===== src/rtl/run_ctrl_pkg.sv =====
// Shared types for the core run controller: FSM encoding and stop causes.
package run_ctrl_pkg;

    typedef enum logic [1:0] {
        ST_IDLE  = 2'd0,
        ST_RESET = 2'd1,
        ST_RUN   = 2'd2,
        ST_DONE  = 2'd3
    } state_e;

    typedef logic [1:0] cause_t;

    localparam cause_t CAUSE_NONE  = 2'b00;
    localparam cause_t CAUSE_LIMIT = 2'b01;
    localparam cause_t CAUSE_HALT  = 2'b10;
    localparam cause_t CAUSE_ABORT = 2'b11;

endpackage


===== src/rtl/cpu_run_ctrl_rise_detect.sv =====
// Registered rising-edge detector for a level input.
module rise_detect (
    input  logic clk,
    input  logic rst_n,
    input  logic sig_i,
    output logic rise_o
);

    logic sig_q;

    always_ff @(posedge clk or negedge rst_n) begin
        if (!rst_n) begin
            sig_q <= 1'b0;
        end else begin
            sig_q <= sig_i;
        end
    end

    assign rise_o = sig_i & ~sig_q;

endmodule


===== src/rtl/cpu_run_ctrl.sv =====
// Core run controller: sequences core reset, gates execution via clock
// enable, counts enabled cycles and stops on limit, halt or abort.
module cpu_run_ctrl
    import run_ctrl_pkg::*;
#(
    parameter int CYCLE_W    = 16,
    parameter int MAX_CYCLES = 250,
    parameter int RST_HOLD   = 4
) (
    input  logic               clk,
    input  logic               reset,
    input  logic               start,
    input  logic               abort,
    input  logic               halt_in,
    input  logic               step_mode,
    input  logic               step_req,
    output logic               cpu_rst_n,
    output logic               cpu_en,
    output logic               busy,
    output logic               done,
    output logic [1:0]         done_cause,
    output logic [CYCLE_W-1:0] cycle_cnt
);

    localparam int HOLD_W = $clog2(RST_HOLD + 1);
    localparam logic [CYCLE_W-1:0] LAST_CNT = CYCLE_W'(MAX_CYCLES - 1);
    localparam logic [CYCLE_W-1:0] CNT_SAT = '1;
    localparam bit LIMITED = (MAX_CYCLES != 0);

    state_e              state_q;
    logic [HOLD_W-1:0]   hold_q;
    logic                cpu_rst_n_q;
    logic                cpu_en_q;
    logic                busy_q;
    logic                done_q;
    cause_t              cause_q;
    logic [CYCLE_W-1:0]  cnt_q;

    logic [CYCLE_W-1:0]  cnt_d;
    logic                step_rise;
    logic                limit_hit;

    rise_detect u_step_rise (
        .clk    (clk),
        .rst_n  (reset),
        .sig_i  (step_req),
        .rise_o (step_rise)
    );

    // Saturation only matters when the run is unlimited.
    assign cnt_d = (cpu_en_q && cnt_q != CNT_SAT)
                 ? cnt_q + CYCLE_W'(1) : cnt_q;
    assign limit_hit = LIMITED && cpu_en_q && (cnt_q == LAST_CNT);

    always_ff @(posedge clk or negedge reset) begin
        if (!reset) begin
            state_q     <= ST_IDLE;
            hold_q      <= '0;
            cpu_rst_n_q <= 1'b0;
            cpu_en_q    <= 1'b0;
            busy_q      <= 1'b0;
            done_q      <= 1'b0;
            cause_q     <= CAUSE_NONE;
            cnt_q       <= '0;
        end else begin
            unique case (state_q)
                ST_IDLE, ST_DONE: begin
                    if (start) begin
                        state_q     <= ST_RESET;
                        hold_q      <= HOLD_W'(RST_HOLD);
                        cnt_q       <= '0;
                        cause_q     <= CAUSE_NONE;
                        cpu_rst_n_q <= 1'b0;
                        cpu_en_q    <= 1'b0;
                        busy_q      <= 1'b1;
                        done_q      <= 1'b0;
                    end
                end
                ST_RESET: begin
                    if (abort) begin
                        state_q <= ST_DONE;
                        busy_q  <= 1'b0;
                        done_q  <= 1'b1;
                        cause_q <= CAUSE_ABORT;
                    end else if (hold_q == HOLD_W'(1)) begin
                        state_q     <= ST_RUN;
                        cpu_rst_n_q <= 1'b1;
                        cpu_en_q    <= ~step_mode;
                    end else begin
                        hold_q <= hold_q - HOLD_W'(1);
                    end
                end
                ST_RUN: begin
                    cnt_q <= cnt_d;
                    if (abort || halt_in || limit_hit) begin
                        state_q  <= ST_DONE;
                        cpu_en_q <= 1'b0;
                        busy_q   <= 1'b0;
                        done_q   <= 1'b1;
                        if (abort) begin
                            cause_q <= CAUSE_ABORT;
                        end else if (halt_in) begin
                            cause_q <= CAUSE_HALT;
                        end else begin
                            cause_q <= CAUSE_LIMIT;
                        end
                    end else begin
                        cpu_en_q <= step_mode ? step_rise : 1'b1;
                    end
                end
                default: state_q <= ST_IDLE;
            endcase
        end
    end

    assign cpu_rst_n  = cpu_rst_n_q;
    assign cpu_en     = cpu_en_q;
    assign busy       = busy_q;
    assign done       = done_q;
    assign done_cause = cause_q;
    assign cycle_cnt  = cnt_q;

endmodule


===== config.mk =====
export PLATFORM = sky130hd
export DESIGN_NAME = cpu_run_ctrl
export DESIGN_NICKNAME = d
export VERILOG_FILES = /design/src/rtl/run_ctrl_pkg.sv /design/src/rtl/cpu_run_ctrl_rise_detect.sv /design/src/rtl/cpu_run_ctrl.sv
export SDC_FILE = /design/constraint.sdc
export NUM_CORES = 1
export LEC_CHECK = 0
export ABC_AREA = 1
export CAP_MARGIN = 15
export CORE_MARGIN = 4
export CORE_UTILIZATION = 31
export DETAILED_ROUTE_END_ITERATION = 12
export SLEW_MARGIN = 20
export SYNTH_ARGS = -nofsm -noshare
export SYNTH_HDL_FRONTEND = slang
export SYNTH_SLANG_ARGS = --single-unit

===== constraint.sdc =====
create_clock -name clk -period 4.2 [get_ports clk]
set_input_delay 0.42 -clock clk [delete_from_list [all_inputs] [get_ports clk]]
set_output_delay 0.42 -clock clk [all_outputs]
set_load 0.1 [all_outputs]

==> run_results.csv <==
group,metric,value,unit
die,io_pins,29,
finish,stdcell_count,361,
die,start_util,0.327,
worst_setup_path,critPathArrivalTime,1.97,ns
power,p_int,0.000593,W
cts,cts_max_level,1,
cts,hold_buffers,0,
power,switchingPower,0.000695,W
drt,ant_nets,0,
drt,drc,0,
yosys,syn_avg_cell_area,7.05,µm²
yosys,ys_top_cells_by_count,"nand2_1, inv_1, dfrtp_1",
sta,fin_crit,2.39,ns
yosys,synth.distinct_cells,23,
grt,grt_pass1_vias,1588,
sta,holdWs,0.477,ns
finish,area_growth,21.1,%
die,fp.dieH,84.9,µm
drt,wl,4.24,mm
die,core-area,5610,µm²
run_status,outcome,"completed",
cts,cts_sinks,28,
power,power.total,0.00129,W
cts,cts_buffer_depth,2,
sta,fin_tns_setup,0,ns
finish,drive_gt1_frac,0.0969,
sta,relSlewSlack,0.344,
cts,cts_buffers,3,
drt,vias,1662,
sta,fmax,0.418,GHz
cts,post_cts_resized,0,
yosys,yosysTopAreaCell,"dfrtp_1",
cts,clock_latency,0.27,ns
die,row_count,27,
yosys,syn-cell-area,1830,µm²
place,io_buffers,28,
cts,cts_root_buf,"clkbuf_8",
yosys,yosysMostFrequentCell,"nand2_1",
yosys,yosysWarnings,0,
die,die-area,7210,µm²
yosys,synth_top_flop_cell,"dfrtp_1",
yosys,synth.yosys.seq_area_share,0.382,
power,clkPwrFrac,0.113,
finish,seq_area,701,µm²
sta,setup_slack,1.81,ns
worst_setup_path,crit_chain,"clkdlybuf4s50_1",
yosys,syn-num-nets,273,
sta,hold_viol,0,
sta,worstMarginPinSlew,0.981,ns
power,pwr-share-seq,0.281,
yosys,post-synth-top-area-fraction,0.382,
sta,fin_skew,0.00797,ns
yosys,synth_edf_count,0,
grt,grt_usage,0.123,
power,p_per_area,580,nW/µm²
worst_setup_path,crit_type,"reg -> out",
yosys,syn_inst,260,
grt,grt_max_degree,29,
grt,antenna_found_initial,0,
worst_setup_path,slowest_delay,1.19,ns
hold_path,worstHoldPathType,"reg -> reg",
finish,nets,304,
place,pre_cts_ws,2.11,ns
yosys,ys_ff_latch,28,
place,hpwl,3.21,mm
finish,antenna_cells,0,
yosys,synthArstFlopShare,1.00,
worst_setup_path,end_kind,"output pin",
job,drv_cap,0,
power,leakage,1.08,nW
place,dp.cells,358,
power,combinationalPowerShare,0.605,
grt,grt_pass1_wl,7.44,mm
worst_setup_path,crit_slowest_cell,"clkdlybuf4s50_1",
drt,drt_first_pass_iters,4,
cts,post-cts-setup-buffers,0,
finish,multi_input_area,973,µm²
drt,vias_per_cell,4.60,
worst_setup_path,cp_top_family,"buffers and inverters",
power,peakVddDrop,0.000509,V
worst_setup_path,worst_ep_required_time,3.78,ns
cts,clkTransAtPathRegs,0.10,ns
drt,dr.first_iter.drc_count,107,
sta,setup_viol,0,
drt,wire_per_inst,11.7,µm
place,place.gp.congestion,0.820,
yosys,synthTopCellsByArea,"dfrtp_1, nand2_1, inv_1",
sta,rsz0062_at_grt,"no",
cts,cts_tree,"yes",
power,switching_share,0.539,
sta,drv_slew,0,
sta,fin_crit_sh,0.570,
worst_setup_path,crit_fanout,8,
worst_setup_path,timing.critical_path.buf_inv,1,
die,die_w,84.9,µm
finish,nFillCells,613,
grt,overflow,0,
worst_setup_path,start_kind,"register",
worst_setup_path,r2r_slack,2.35,ns
layout by cell type (no fill, tap or decap):
cell	n
nor2_4	1
and2_1	1
xor2_1	7
clkinv_2	1
ha_1	6
nor3_1	1
xnor2_1	2
clkdlybuf4s50_1	28
buf_4	1
nand2_2	14
a21oi_1	4
inv_1	31
nor2_1	27
o21ai_0	10
dfrtp_1	28
nand2_4	3
nand2_1	85
clkbuf_8	3
nor2_2	3
o22ai_1	1
nand4_1	8
nand3_1	22
inv_2	2
per-layer routing:
metal	track usage	part of all wire	wire length (µm)
met1	0.176	0.51	2160
met2	0.195	0.44	1860
met3	0.0282	0.046	193
met4	0.0173	0.0033	14
met5	0	0	0
registers in the layout, indices dropped and copies added (netlist names):
name,cells
cycle_cnt,16
hold_q,3
done_cause,2
state_q,2
busy,1
cpu_en,1
cpu_rst_n,1
done,1
u_step_rise.sig_q,1
through the flow:
step           utilization  cell area, µm²
6_report             0.396            2220
5_1_grt              0.396            2220
4_1_cts              0.396            2220
3_5_place_dp         0.389            2180
3_3_place_gp         0.389            2180
2_1_floorplan            -            1830
layout make-up:
class                           instances  area share
Multi-Input combinational cell        195       0.438
Sequential cell                        28       0.315
Timing Repair Buffer                   29       0.130
Inverter                               34      0.0580
Tap cell                               72      0.0405
Clock buffer                            3      0.0186
cells by family (layout without fill, tap and decap cells):
| family | count (synthesis) | count (layout) | share of synthesized area |
|---|---|---|---|
| AND/OR/NAND/NOR | 165 | 165 | 0.405 |
| buffers and inverters | 37 | 66 | 0.0873 |
| flip-flops | 28 | 28 | 0.382 |
| AO/OA/AOI/OAI | 15 | 15 | 0.0416 |
| XOR/XNOR | 9 | 9 | 0.0430 |
| adder cells (fa/ha/maj) | 6 | 6 | 0.0409 |
power by group through the flow:
stage	Combinational [W]	Clock [W]	Sequential, W
finish	0.000780	0.000146	0.000363
global route	0.000863	0.000164	0.000369
CTS	0.000788	0.000156	0.000363
detailed placement	0.000784	0	0.000368
global placement	0.000786	0	0.000367
floorplan	0.000455	0	0.000559
path summary, 6_finish.rpt:
path / startpoint / end / cells after the start
min reg2reg: done_cause[1] / done_cause[1] / 2
min in group asynchronous: reset / cycle_cnt[9] / 2
max: cycle_cnt[9] / cycle_cnt[9] / 1
max in group asynchronous: reset / hold_q[0] / 2
min: done_cause[1] / done_cause[1] / 2
max reg2reg: state_q[0] / cycle_cnt[7] / 9
Power figures use the tool's default switching activity.
